File: config.mk
export PLATFORM = sky130hd
export DESIGN_NAME = seq_accumulator_flat
export DESIGN_NICKNAME = d
export VERILOG_FILES = /design/src/rtl/seq_accumulator_if.sv /design/src/rtl/seq_accumulator.sv /design/src/flat_wrapper.sv
export SDC_FILE = /design/constraint.sdc
export NUM_CORES = 1
export LEC_CHECK = 0
export ABC_CLOCK_PERIOD_IN_PS = 7200
export BUFFER_PORTS_ARGS = -buffer_cell sky130_fd_sc_hd__clkbuf_2
export CAP_MARGIN = 5
export CELL_PAD_IN_SITES_DETAIL_PLACEMENT = 1
export CELL_PAD_IN_SITES_GLOBAL_PLACEMENT = 2
export CORE_MARGIN = 1
export CORE_UTILIZATION = 39
export CTS_CLUSTER_DIAMETER = 60
export DETAILED_ROUTE_END_ITERATION = 10
export GPL_TIMING_DRIVEN = 0
export PLACE_DENSITY_LB_ADDON = 0.25
export SETUP_SLACK_MARGIN = 0.3
export SLEW_MARGIN = 20
export SYNTH_ARGS = -nofsm -noshare
export SYNTH_HDL_FRONTEND = slang
export SYNTH_SLANG_ARGS = --single-unit
File: constraint.sdc
create_clock -name clk -period 7.2 [get_ports clk]
set_input_delay 0.72 -clock clk [delete_from_list [all_inputs] [get_ports clk]]
set_output_delay 0.72 -clock clk [all_outputs]
set_load 0.005 [all_outputs]
File: src/rtl/seq_accumulator_if.sv
// rtl/seq_accumulator_if.sv - operation handshake and result bundle for seq_accumulator
interface seq_accumulator_if #(
    parameter int WIDTH = 11
);
    logic             op_valid;
    logic             op_ready;
    logic [2:0]       op_code;
    logic [WIDTH-1:0] operand;
    logic [WIDTH-1:0] acc;
    logic             result_valid;
    logic             overflow;
    logic             busy;

    modport master (
        output op_valid, op_code, operand,
        input  op_ready, acc, result_valid, overflow, busy
    );

    modport slave (
        input  op_valid, op_code, operand,
        output op_ready, acc, result_valid, overflow, busy
    );
endinterface

File: src/rtl/seq_accumulator.sv
// rtl/seq_accumulator.sv - accumulator with LOAD/ADD/SUB/CLEAR and shift-add MUL; SEQ_ACCUMULATOR_SAT_EN saturates on overflow
module seq_accumulator #(
    parameter int WIDTH = 11
) (
    input  logic               clk,
    input  logic               reset,
    seq_accumulator_if.slave   bus
);
    localparam int MW = WIDTH - 1;
    localparam int PW = 2 * MW;
    localparam int CW = $clog2(WIDTH);

    localparam logic [2:0] OP_LOAD  = 3'b000;
    localparam logic [2:0] OP_ADD   = 3'b001;
    localparam logic [2:0] OP_SUB   = 3'b010;
    localparam logic [2:0] OP_MUL   = 3'b011;
    localparam logic [2:0] OP_CLEAR = 3'b100;

    // Largest legal magnitude, its negative, and the forbidden most-negative code
    localparam logic [WIDTH-1:0] MAX_POS  = {1'b0, {(WIDTH-1){1'b1}}};
    localparam logic [WIDTH-1:0] MAX_NEG  = {1'b1, {(WIDTH-2){1'b0}}, 1'b1};
    localparam logic [WIDTH-1:0] MOST_NEG = {1'b1, {(WIDTH-1){1'b0}}};
    localparam logic [CW-1:0]    LAST_CNT = CW'(WIDTH - 2);

    typedef enum logic [1:0] {IDLE, MUL_RUN, MUL_FIX} state_t;

    state_t           state_q, state_d;
    logic [WIDTH-1:0] acc_q, acc_d;
    logic             ovf_q, ovf_d;
    logic             rv_q, rv_d;
    logic [MW-1:0]    mcand_q, mcand_d;
    logic [MW-1:0]    mplier_q, mplier_d;
    logic             sign_q, sign_d;
    logic [PW-1:0]    product_q, product_d;
    logic [CW-1:0]    count_q, count_d;

    logic [WIDTH:0]   acc_x, opd_x, sum;
    logic             sum_ok;
    logic [PW-1:0]    addend;
    logic [WIDTH-1:0] pmag, mul_res;
    logic             mul_ovf;

    // Magnitude of a legal two's-complement value; the most-negative code wraps to 0
    function automatic logic [MW-1:0] mag(input logic [WIDTH-1:0] v);
        logic [WIDTH-1:0] t;
        t = v[WIDTH-1] ? (~v + 1'b1) : v;
        return t[MW-1:0];
    endfunction

    assign bus.op_ready     = (state_q == IDLE);
    assign bus.busy         = (state_q != IDLE);
    assign bus.acc          = acc_q;
    assign bus.result_valid = rv_q;
    assign bus.overflow     = ovf_q;

    // Arithmetic helpers: one-bit-wider add/sub with range test, and the MUL step/finish values
    always_comb begin
        acc_x   = {acc_q[WIDTH-1], acc_q};
        opd_x   = {bus.operand[WIDTH-1], bus.operand};
        sum     = (bus.op_code == OP_SUB) ? (acc_x - opd_x) : (acc_x + opd_x);
        sum_ok  = (sum[WIDTH] == sum[WIDTH-1]) && (sum[WIDTH-1:0] != MOST_NEG);
        addend  = {{(PW-MW){1'b0}}, mcand_q} << count_q;
        mul_ovf = |product_q[PW-1:WIDTH-1];
        pmag    = {1'b0, product_q[MW-1:0]};
        mul_res = sign_q ? (~pmag + 1'b1) : pmag;
    end

    // Next-state and datapath decisions for the three-state controller
    always_comb begin
        state_d   = state_q;
        acc_d     = acc_q;
        ovf_d     = ovf_q;
        rv_d      = 1'b0;
        mcand_d   = mcand_q;
        mplier_d  = mplier_q;
        sign_d    = sign_q;
        product_d = product_q;
        count_d   = count_q;
        case (state_q)
            IDLE: begin
                if (bus.op_valid) begin
                    rv_d = 1'b1;
                    case (bus.op_code)
                        OP_LOAD: begin
                            if (bus.operand == MOST_NEG) begin
                                acc_d = '0;
                                ovf_d = 1'b1;
                            end else begin
                                acc_d = bus.operand;
                                ovf_d = 1'b0;
                            end
                        end
                        OP_ADD, OP_SUB: begin
                            if (sum_ok) begin
                                acc_d = sum[WIDTH-1:0];
                            end else begin
                                ovf_d = 1'b1;
`ifdef SEQ_ACCUMULATOR_SAT_EN
                                acc_d = sum[WIDTH] ? MAX_NEG : MAX_POS;
`else
                                acc_d = acc_q;
`endif
                            end
                        end
                        OP_MUL: begin
                            rv_d      = 1'b0;
                            mcand_d   = mag(acc_q);
                            mplier_d  = mag(bus.operand);
                            sign_d    = acc_q[WIDTH-1] ^ bus.operand[WIDTH-1];
                            product_d = '0;
                            count_d   = '0;
                            state_d   = MUL_RUN;
                        end
                        OP_CLEAR: begin
                            acc_d = '0;
                            ovf_d = 1'b0;
                        end
                        default: ;
                    endcase
                end
            end
            MUL_RUN: begin
                if (mplier_q[0]) begin
                    product_d = product_q + addend;
                end
                mplier_d = mplier_q >> 1;
                count_d  = count_q + 1'b1;
                if (count_q == LAST_CNT) begin
                    state_d = MUL_FIX;
                end
            end
            MUL_FIX: begin
                if (mul_ovf) begin
                    ovf_d = 1'b1;
`ifdef SEQ_ACCUMULATOR_SAT_EN
                    acc_d = sign_q ? MAX_NEG : MAX_POS;
`else
                    acc_d = acc_q;
`endif
                end else begin
                    acc_d = mul_res;
                end
                rv_d    = 1'b1;
                state_d = IDLE;
            end
            default: state_d = IDLE;
        endcase
    end

    // State and datapath registers; reset aborts any MUL in flight
    always_ff @(posedge clk) begin
        if (reset) begin
            state_q   <= IDLE;
            acc_q     <= '0;
            ovf_q     <= 1'b0;
            rv_q      <= 1'b0;
            mcand_q   <= '0;
            mplier_q  <= '0;
            sign_q    <= 1'b0;
            product_q <= '0;
            count_q   <= '0;
        end else begin
            state_q   <= state_d;
            acc_q     <= acc_d;
            ovf_q     <= ovf_d;
            rv_q      <= rv_d;
            mcand_q   <= mcand_d;
            mplier_q  <= mplier_d;
            sign_q    <= sign_d;
            product_q <= product_d;
            count_q   <= count_d;
        end
    end
endmodule

File: src/flat_wrapper.sv
// flat-port wrapper written by rule: the top's interface ports become plain ports
module seq_accumulator_flat 
#(
    parameter int WIDTH = 11
)
  (clk, reset, bus_op_valid, bus_op_code, bus_operand, bus_op_ready, bus_acc, bus_result_valid, bus_overflow, bus_busy);
  seq_accumulator_if #(.WIDTH(WIDTH)) bus_i ();
  input  logic clk;
  input  logic reset;
  input wire logic [$bits(bus_i.op_valid)-1:0] bus_op_valid;
  input wire logic [$bits(bus_i.op_code)-1:0] bus_op_code;
  input wire logic [$bits(bus_i.operand)-1:0] bus_operand;
  output wire logic [$bits(bus_i.op_ready)-1:0] bus_op_ready;
  output wire logic [$bits(bus_i.acc)-1:0] bus_acc;
  output wire logic [$bits(bus_i.result_valid)-1:0] bus_result_valid;
  output wire logic [$bits(bus_i.overflow)-1:0] bus_overflow;
  output wire logic [$bits(bus_i.busy)-1:0] bus_busy;
  assign bus_i.op_valid = bus_op_valid;
  assign bus_i.op_code = bus_op_code;
  assign bus_i.operand = bus_operand;
  assign bus_op_ready = bus_i.op_ready;
  assign bus_acc = bus_i.acc;
  assign bus_result_valid = bus_i.result_valid;
  assign bus_overflow = bus_i.overflow;
  assign bus_busy = bus_i.busy;
  seq_accumulator #(.WIDTH(WIDTH)) u_core (.clk(clk), .reset(reset), .bus(bus_i));
endmodule
==> key figures <==
Run status
  – Run status: finished, final reports clean

Floorplanning
  – IO Pins: 32
  – Core box area: 0.0128 mm²
  – Die area: 0.0138 mm²
  – # rows: 41
  – DIE HEIGHT: 117 µm
  – Initial core utilization: 40.5%
  – Die Wd: 117 µm

Cells and area
  – Antenna diode count: 0
  – Design area: 0.00587 mm²
  – Syn-to-layout area delta: 13.0%
  – Nets: 781
  – Share of cells above drive strength 1: 6.97%

Synth
  – Commonest cells in the synthesized netlist: 85 x nor2_1, 61 x a21oi_1, 60 x dfxtp_1, 60 x nand2_1, 39 x clkbuf_1
  – Cell taking the most area after synthesis: dfxtp_1
  – Distinct cell type count after synthesis: 60
  – Synth area leaders: dfxtp_1 23%, ha_1 8.4%, nor2_1 6.1%, a21oi_1 5.9%, xor2_1 5.7%
  – Mapped Cells: 692
  – Synth top area share: 23.1%
  – Mean post-synth cell area: 7.50 µm²
  – Asr flop ratio synth: 0%
  – YS warnings: 0
  – Most numerous cell in the Yosys netlist: nor2_1
  – Syn_nets: 746
  – Flops & latches, synth: 60
  – Number of synthesized flops with an enable pin: 0
  – Top_reg_cell synth: dfxtp_1
  – Post-synthesis cell area: 0.00519 mm²
  – Sequential fraction of the synthesis area: 23.1%

Clock network
  – Post-CTS resize count: 0
  – Clk buf depth: 2
  – Total CTS buffers: 9
  – Clk pin slew, worst setup/hold paths: 0.06 ns
  – H-tree depth: 3
  – Root Driver: clkbuf_16
  – Num Clock Sinks: 60
  – Cts hold-fix bufs: 0
  – Worst-Skew Late Latency: 0.35 ns
  – CTS tree: yes
  – Post-CTS Setup Bufs: 0

Place
  – Port Buf Inserts: 24
  – Post-DP HPWL: 13.8 mm
  – Placed Area: 0.00553 mm²
  – Dpl ws: 2.58 ns
  – Placer Congestion: 0.883

STA
  – Final hold violation count: 0
  – Setup TNS: 0 ns
  – Clock Skews: 0.00706 ns
  – Hold_ws: 0.476 ns
  – Slew HR: 41.5%
  – F_max: 223 MHz
  – Fin crit share: 62.3%
  – Final worst slack: 2.71 ns
  – Final slew viol count: 0
  – Worst slew pin tran: 0.871 ns
  – RSZ-0062 raised after global routing: no
  – Minimum clock period: 4.49 ns
  – Endpoints failing setup: 0

Critical path
  – Critical path startpoint category: register
  – Crit Path Class: reg -> reg
  – Crit path DAT: 4.72 ns
  – Worst EP required: 7.43 ns
  – Crit. End Element: register
  – Worst-path maximum fanout: 10

Power and ir drop
  – Leak: 2.40 nW
  – Power per cell area: 187 mW/mm²
  – Peak VDD IR: 0.134 mV

GRT
  – Total global-route track usage: 26.1%
  – Via count of the first global-routing pass: 5302
  – Largest net degree at the start of global routing: 12
  – First-pass GRT wire length: 28.0 mm
  – GRT Residual Overflow: 0
  – Initial antenna violation count: 0

Routing
  – Final wirelength: 17.2 mm
  – WL/cell: 19.1 µm
  – Vias per cell: 5.79
  – DR DRC count: 0
  – Via count: 5238
  – Routed Antenna Nets: 0
  – Initial DRT Pass Iterations: 5
  – Initial DRC Count: 309

Hold path
  – Worst min-delay path category: reg -> reg

Job
  – Maxcap violations: 0
## cell type report
type | count | area, µm²
flip-flops and latches | 60 | 1200
multi-input cells | 568 | 3740
plain buffers | 41 | 161
repair buffers | 24 | 120
clock inverters | 6 | 113
fillers | 1659 | 6960
inverters | 23 | 86.3
well taps | 172 | 215
clock buffers | 10 | 229
## registers in the layout, indices dropped and copies added (netlist names)
name and cells:
u_core.bus.acc 11, u_core.bus.overflow 1, u_core.bus.result_valid 1, u_core.count_q 4, u_core.mcand_q 10, u_core.mplier_q 10
u_core.product_q 20, u_core.sign_q 1, u_core.state_q 2
## stage by stage
step | power (mW) | utilization, % | cells
5_1_grt | 1.14 | 45.8 | 904
3_5_place_dp | 0.594 | 43.1 | 888
3_3_place_gp | 0.586 | 43.1 | 888
4_1_cts | 1.10 | 45.8 | 904
6_report | 1.10 | 45.8 | 904
2_1_floorplan | 0.527 | - | 692
## placed cells by master (no fill, tap or decap), types with 9 or more instances in the layout
cell type,count
or3_1,9
clkbuf_16,9
nor2_1,85
clkbuf_2,24
xnor2_1,26
ha_1,35
mux2i_1,21
a21oi_1,61
a211oi_1,19
clkbuf_1,40
o21ai_0,29
inv_1,23
o31ai_1,9
nor2b_1,11
xor2_1,34
nand3_1,18
nor3_1,25
a21o_1,11
nand2_1,60
dfxtp_1,60
## cell families (layout without fill, tap and decap cells)
family,Yosys count,after routing,synth area share (%)
multiplexers,26,26,5.13
AO/OA/AOI/OAI,198,198,25.6
buffers and inverters,64,104,4.77
adder cells (fa/ha/maj),37,37,9.20
AND/OR/NAND/NOR,247,247,22.0
flip-flops,60,60,23.1
XOR/XNOR,60,60,10.1
## worst max-delay path: stages (launching register included)
cell	delay [ns]
dfxtp_1	0.33
clkbuf_1	0.29
clkbuf_1	0.47
mux2_2	0.41
o21ai_0	0.25
nor2_1	0.07
a21oi_1	0.25
o22ai_1	0.18
ha_1	0.36
and4_1	0.24
and3_1	0.19
a21oi_1	0.21
a21oi_1	0.14
o211ai_1	0.35
o21ai_0	0.19
xor2_1	0.20
a21oi_1	0.15
o22ai_1	0.09
## per-layer routing
| metal | vias to the layer above | GRT usage, % | part of all wire [%] |
|---|---|---|---|
| met5 | - | 0 | 0 |
| met4 | 0 | 7.39 | 1.6 |
| met3 | 19 | 5.54 | 4.3 |
| met2 | 78 | 41.1 | 45 |
| met1 | 2564 | 35.7 | 49 |
| li1 | 2577 | - | - |
## where the power goes
part / total, mW / switching (mW) / internal (mW)
Combinational: 0.231 / 0.140 / 0.0907
Sequential: 0.358 / 0.0150 / 0.344
Clock: 0.506 / 0.167 / 0.339
## worst paths after layout
kind              slack (ns)              endpoint  cells past startpoint                from
setup reg to reg        2.71  u_core.product_q[19]                     17   u_core.count_q[1]
hold reg to reg         0.48    u_core.mplier_q[1]                      2  u_core.mplier_q[1]
hold / removal          0.48    u_core.mplier_q[1]                      2  u_core.mplier_q[1]
setup / recovery        2.71  u_core.product_q[19]                     17   u_core.count_q[1]
No activity file was read; power rests on OpenSTA's default activity.
